`config.mk`:
```
export PLATFORM = sky130hd
export DESIGN_NAME = pkt_depad
export DESIGN_NICKNAME = d
export VERILOG_FILES = /design/src/rtl/pkt_depad_pkg.sv /design/src/rtl/pkt_depad_chk.sv /design/src/rtl/pkt_depad.sv
export SDC_FILE = /design/constraint.sdc
export NUM_CORES = 1
export LEC_CHECK = 0
export CAP_MARGIN = 20
export CORE_UTILIZATION = 40
export CTS_BUF_LIST = sky130_fd_sc_hd__clkbuf_16
export DETAILED_ROUTE_END_ITERATION = 8
export HOLD_SLACK_MARGIN = 0.08
export SETUP_SLACK_MARGIN = 0.2
export SLEW_MARGIN = 20
export SYNTH_ARGS = -nofsm -noshare
export SYNTH_HDL_FRONTEND = slang
export SYNTH_HIERARCHICAL = 1
export SYNTH_SLANG_ARGS = --single-unit
```
`constraint.sdc`:
```
create_clock -name clk -period 8.1 [get_ports clk]
set_input_delay 0.81 -clock clk [delete_from_list [all_inputs] [get_ports clk]]
set_output_delay 0.81 -clock clk [all_outputs]
set_load 0.02 [all_outputs]
```
`src/rtl/pkt_depad_pkg.sv`:
```
// Shared types and helpers for the message de-padder: pad marker, FSM states
// and the expected length word derived from the emitted data-word count.
package pkt_depad_pkg;

  // Widest word the helpers support; callers cast down to their own WORD_W.
  localparam int unsigned MAX_W = 128;

  localparam logic [63:0] PAD_WORD = 64'h8000_0000_0000_0000;

  typedef enum logic [1:0] {
    DATA,
    HOLD,
    FLUSH
  } state_e;

  function automatic logic [MAX_W-1:0] pad_word(input int unsigned w);
    return MAX_W'(1) << (w - 1);
  endfunction

  // Length is in bits and every data word carries 64 of them.
  function automatic logic [MAX_W-1:0] exp_len(input logic [MAX_W-1:0] dcnt);
    return dcnt << 6;
  endfunction

endpackage

```
`src/rtl/pkt_depad_chk.sv`:
```
// End-of-message integrity check: padding seen, block-aligned, length word
// matching the number of data words delivered.
module pkt_depad_chk
  import pkt_depad_pkg::*;
#(
  parameter int unsigned BLK_WORDS = 16,
  parameter int unsigned WORD_W    = 64,
  parameter int unsigned WC_W      = $clog2(BLK_WORDS)
) (
  input  logic              hold_i,
  input  logic [WC_W-1:0]   wcnt_i,
  input  logic [WORD_W-7:0] dcnt_i,
  input  logic [WORD_W-1:0] in_pkt_i,
  output logic              ok_o,
  output logic              err_o
);

  logic [WORD_W-1:0] exp_w;

  assign exp_w = WORD_W'(exp_len(MAX_W'(dcnt_i)));

  // wcnt holds words before the length word, so the block closes at BLK_WORDS-1.
  assign ok_o  = hold_i && (wcnt_i == WC_W'(BLK_WORDS - 1)) && (in_pkt_i == exp_w);
  assign err_o = !ok_o;

endmodule

```
`src/rtl/pkt_depad.sv`:
```
// Receive-side de-padder: strips the trailing marker/zero padding from a
// block stream, forwards data words and reports the recovered message length.
module pkt_depad
  import pkt_depad_pkg::*;
#(
  parameter int unsigned BLK_WORDS = 16,
  parameter int unsigned WORD_W    = 64
) (
  input  logic              clk,
  input  logic              rst,
  input  logic [WORD_W-1:0] in_pkt,
  input  logic              in_vld,
  input  logic              in_last,
  output logic              in_rdy,
  output logic [WORD_W-1:0] out_pkt,
  output logic              out_vld,
  output logic [WORD_W-1:0] msg_len,
  output logic              len_vld,
  output logic              err
);

  localparam int unsigned WC_W = $clog2(BLK_WORDS);
  localparam int unsigned DW   = WORD_W - 6;
  localparam logic [WORD_W-1:0] PAD = WORD_W'(pad_word(WORD_W));

  state_e            state_q, state_d;
  logic [WC_W-1:0]   wcnt_q, wcnt_d;
  logic [DW-1:0]     dcnt_q, dcnt_d;
  logic [WC_W-1:0]   k_q, k_d;
  logic              mark_q, mark_d;
  logic [WORD_W-1:0] out_pkt_q, out_pkt_d;
  logic              out_vld_q, out_vld_d;
  logic [WORD_W-1:0] msg_len_q, msg_len_d;
  logic              len_vld_q, len_vld_d;
  logic              err_q, err_d;
  logic              acc;
  logic              chk_ok, chk_err;

  assign in_rdy  = (state_q != FLUSH);
  assign acc     = in_vld && in_rdy;
  assign out_pkt = out_pkt_q;
  assign out_vld = out_vld_q;
  assign msg_len = msg_len_q;
  assign len_vld = len_vld_q;
  assign err     = err_q;

  pkt_depad_chk #(
    .BLK_WORDS(BLK_WORDS),
    .WORD_W   (WORD_W),
    .WC_W     (WC_W)
  ) u_chk (
    .hold_i  (state_q == HOLD && mark_q),
    .wcnt_i  (wcnt_q),
    .dcnt_i  (dcnt_q),
    .in_pkt_i(in_pkt),
    .ok_o    (chk_ok),
    .err_o   (chk_err)
  );

  always_comb begin
    // NOTE: every next-state signal gets a default first so no latch is inferred.
    state_d   = state_q;
    wcnt_d    = wcnt_q;
    dcnt_d    = dcnt_q;
    k_d       = k_q;
    mark_d    = mark_q;
    out_pkt_d = out_pkt_q;
    out_vld_d = 1'b0;
    msg_len_d = msg_len_q;
    len_vld_d = 1'b0;
    err_d     = 1'b0;

    if (acc && in_last) begin
      if (chk_ok) begin
        msg_len_d = in_pkt;
        len_vld_d = 1'b1;
      end
      err_d   = chk_err;
      state_d = DATA;
      wcnt_d  = '0;
      dcnt_d  = '0;
      k_d     = '0;
      mark_d  = 1'b0;
    end else begin
      unique case (state_q)
        DATA: begin
          if (acc) begin
            wcnt_d = wcnt_q + WC_W'(1);
            if (in_pkt == PAD) begin
              state_d = HOLD;
              k_d     = '0;
              mark_d  = 1'b1;
            end else begin
              out_pkt_d = in_pkt;
              out_vld_d = 1'b1;
              dcnt_d    = dcnt_q + DW'(1);
            end
          end
        end
        HOLD: begin
          if (acc) begin
            if (in_pkt == '0 && k_q != WC_W'(BLK_WORDS - 1)) begin
              k_d    = k_q + WC_W'(1);
              wcnt_d = wcnt_q + WC_W'(1);
            end else begin
              // Not consumed: the source keeps presenting it until after the flush.
              state_d = FLUSH;
            end
          end
        end
        FLUSH: begin
          out_vld_d = 1'b1;
          dcnt_d    = dcnt_q + DW'(1);
          if (mark_q) begin
            out_pkt_d = PAD;
            mark_d    = 1'b0;
            if (k_q == '0) state_d = DATA;
          end else begin
            out_pkt_d = '0;
            k_d       = k_q - WC_W'(1);
            if (k_q == WC_W'(1)) state_d = DATA;
          end
        end
        default: state_d = DATA;
      endcase
    end
  end

  // NOTE: sequential state uses non-blocking assignments only.
  always_ff @(posedge clk or posedge rst) begin
    if (rst) begin
      state_q   <= DATA;
      wcnt_q    <= '0;
      dcnt_q    <= '0;
      k_q       <= '0;
      mark_q    <= 1'b0;
      out_pkt_q <= '0;
      out_vld_q <= 1'b0;
      msg_len_q <= '0;
      len_vld_q <= 1'b0;
      err_q     <= 1'b0;
    end else begin
      state_q   <= state_d;
      wcnt_q    <= wcnt_d;
      dcnt_q    <= dcnt_d;
      k_q       <= k_d;
      mark_q    <= mark_d;
      out_pkt_q <= out_pkt_d;
      out_vld_q <= out_vld_d;
      msg_len_q <= msg_len_d;
      len_vld_q <= len_vld_d;
      err_q     <= err_d;
    end
  end

endmodule

```
==> flow_metrics.env <==
export IMPL_critPathSlowestCell="nand3_4"
export IMPL_synth_edf_count=0
export IMPL_ys_seq_area_share_pct=51.1
export IMPL_drt_iter0_drc=521
export IMPL_routed_wl_um=27700
export IMPL_sequentialPowerShare_pct=39.3
export IMPL_mostFrequentLayoutCell="dfrtp_1"
export IMPL_grt_pass1_vias=7445
export IMPL_max_cap_viol_count=0
export IMPL_final_cell_mix="dfrtp_1 (200), clkdlybuf4s50_1 (199), nand2_1 (180)"
export IMPL_synthToLayoutAreaGrowth_pct=28.8
export IMPL_dieArea_mm2=0.0251
export IMPL_swShare_pct=36.7
export IMPL_synth_area_mux_share_pct=8.65
export IMPL_synth_warnings=6
export IMPL_drtPass1Iterations=5
export IMPL_fillers=2122
export IMPL_clock_power_share_pct=26.4
export IMPL_tns_ps=0
export IMPL_combPwrFrac_pct=34.3
export IMPL_gp_congestion=0.859
export IMPL_fmax_mhz=212
export IMPL_p_sw_mw=1.20
export IMPL_critical_path_class="input port to register"
export IMPL_ctsRootBufferMaster="clkbuf_16"
export IMPL_synth_distinct_cells=52
export IMPL_syn_area_per_cell_um2=10.1
export IMPL_clk_pin_slew_worst_paths_ps=80
export IMPL_synthXorXnorAreaFrac_pct=8.41
export IMPL_place_hpwl_um=19400
export IMPL_synth_top_family_by_area="simple AND/OR/NAND/NOR gates"
export IMPL_status="complete, no violations"
export IMPL_p_leak_nw=5.57
export IMPL_cp_start_kind="input port"
export IMPL_worstPathArrival_ps=5010
export IMPL_synth_seq_cells=200
export IMPL_clk_path_buf_depth=2
export IMPL_netlist_area_mm2=0.00979
export IMPL_grt_pass1_wl_um=43300
export IMPL_port_buffers=199
export IMPL_worstSkewPairLatency_ps=440
export IMPL_cts_resized=0
export IMPL_grt_max_degree=100
export IMPL_crit_required_ps=8390
export IMPL_vdd_drop_max_mv=0.191
export IMPL_antenna_found_initial=0
export IMPL_die_w_um=158
export IMPL_hold_buffers=0
export IMPL_cp_end_kind="register"
export IMPL_cts_sinks=200
export IMPL_yosys_area_share_simple_pct=20.7
export IMPL_skew_ps=12.3
export IMPL_power_mw=3.28
export IMPL_cts_buffers=17
export IMPL_vias=7812
export IMPL_synthFlopType="dfrtp_1"
export IMPL_relSlewSlack_pct=34.5
export IMPL_core_area_mm2=0.0238
export IMPL_synth_fa_ha_area_share_pct=1.02
export IMPL_fin_crit_ps=4710
export IMPL_crit_chain="clkdlybuf4s50_1 > nor4_1 > nand4_1 > nor3_2 > nand3_2 > nand3_4 > buf_4 > o21ai_0"
export IMPL_drv_slew=0
export IMPL_synth_compound_area_share_pct=7.12
export IMPL_io_pins=200
export IMPL_hold_violations=0
export IMPL_grt_overflow_total=0
export IMPL_final_nets=1221
export IMPL_holdCritPathClass="register to register"
export IMPL_postSynth_asyncResetShare_pct=100
export IMPL_rows=56
export IMPL_power_density_mw_per_mm2=260
export IMPL_die_y_um=158
export IMPL_crit_path_max_fanout=67
export IMPL_critical_path_max_stage_delay_ps=760
export IMPL_setup_violations=0
export IMPL_min_period_over_period_pct=58.2
export IMPL_route_detailed_drc=0
export IMPL_p_int_mw=2.08
export IMPL_wl_per_cell_um=18.7
export IMPL_cts_tree="yes"
export IMPL_synth_cells=973
export IMPL_antenna_cells=0
export IMPL_track_usage_pct=23.0
export IMPL_postRouteAntennaNets=0
export IMPL_cts_htree_levels=4
export IMPL_syn_nets=1049
export IMPL_rsz0062_at_grt="no"
export IMPL_viasPerCell=5.29
export IMPL_worst_slew_pin_slew_ps=983
export IMPL_start_util_pct=41.2
export IMPL_post_cts_buffers=0
export IMPL_final_layout_size_suffix_gt1_share_pct=10.6
==> final timing paths <==
path | startpoint | end | slack [ps] | cells past startpoint
max | in_pkt[38] | out_pkt[43] | 3390 | 8
min in group asynchronous | rst | out_pkt[53] | 870 | 2
max in group asynchronous | rst | dcnt_q[51] | 6010 | 3
min | out_pkt[53] | out_pkt[53] | 480 | 2
max reg2reg | state_q[0] | out_pkt[43] | 4110 | 9
min reg2reg | out_pkt[53] | out_pkt[53] | 480 | 2
==> synth_stat cells, types with 7 or more instances <==
| library cell | number | area share [%] |
|---|---|---|
| or3_1 | 9 | 0.58 |
| and3_1 | 16 | 1.0 |
| ha_1 | 8 | 1.0 |
| mux2_2 | 67 | 7.7 |
| nor2_1 | 50 | 1.9 |
| nand4_1 | 43 | 2.7 |
| xnor2_1 | 61 | 5.5 |
| xor2_1 | 33 | 3.0 |
| inv_1 | 11 | 0.42 |
| o21ai_0 | 65 | 3.3 |
| and2_1 | 8 | 0.51 |
| buf_2 | 15 | 0.77 |
| nor4_1 | 20 | 1.3 |
| mux2i_1 | 7 | 0.72 |
| nand2_1 | 181 | 6.9 |
| a21oi_1 | 17 | 0.87 |
| o21ai_1 | 17 | 0.87 |
| or4_1 | 9 | 0.69 |
| clkbuf_1 | 29 | 1.1 |
| nand3_1 | 33 | 1.7 |
| nand2b_1 | 7 | 0.45 |
| dfrtp_1 | 200 | 51 |
| and4_1 | 12 | 1.1 |
==> cell families after synthesis <==
| logic type | Yosys count |
|---|---|
| AOI/OAI and AO/OA | 124 |
| xor gates and xnor gates | 94 |
| buffers and inverters | 64 |
| adders and majority gates | 8 |
| muxes | 76 |
| DFF | 200 |
| and+or+nand+nor | 407 |
==> metrics by stage <==
| stage | instances | instance area, um2 | util (%) | hold WS [ps] | worst slack [ps] |
|---|---|---|---|---|---|
| 3_5_place_dp | 1445 | 12000 | 50.6 | 469 | 2990 |
| 5_1_grt | 1477 | 12600 | 53.1 | 517 | 3050 |
| 3_3_place_gp | 1445 | 12000 | 50.6 | 459 | 3060 |
| 4_1_cts | 1477 | 12600 | 53.1 | 487 | 3470 |
| 6_report | 1477 | 12600 | 53.1 | 479 | 3390 |
| 2_1_floorplan | 973 | 9790 | - | 479 | 1840 |
==> cell type report <==
type | instances | area, um2 | area share [%]
Timing Repair Buffer | 206 | 2040 | 16.2
Tap cell | 319 | 399 | 3.17
Clock buffer | 17 | 425 | 3.37
Inverter | 11 | 48.8 | 0.387
Clock inverter | 15 | 156 | 1.24
Sequential cell | 200 | 5000 | 39.7
Multi-Input combinational cell | 709 | 4530 | 35.9
==> layer usage <==
metal | part of all wire (%) | GRT usage [%] | vias to the layer above
li1 | - | - | 3742
met1 | 46 | 32.3 | 3818
met2 | 47 | 36.6 | 231
met3 | 5.4 | 3.92 | 21
met4 | 1.3 | 5.86 | 0
met5 | 0 | 0 | -
==> sequential cells by signal, summed over array words and instances (netlist names) <==
signal,count
dcnt_q,58
k_q,4
msg_len,64
state_q,2
wcnt_q,4
mark_q,1
out_vld,1
out_pkt,64
err,1
len_vld,1
==> worst max-delay path: cells and delay by family <==
| kind | cells | cell delay (ps) |
|---|---|---|
| buf+inv | 2 | 1130 |
| simple gates | 5 | 2810 |
| compound gates | 1 | 190 |
==> power groups by stage <==
stage               Clock, mW  Combinational (mW)  Sequential [mW]
floorplan                   0               0.473             1.47
global placement            0                1.12             1.31
detailed placement          0                1.14             1.31
CTS                     0.887                1.14             1.29
global route            0.926                1.24             1.32
finish                  0.866                1.12             1.29
Power figures use the tool's default switching activity.
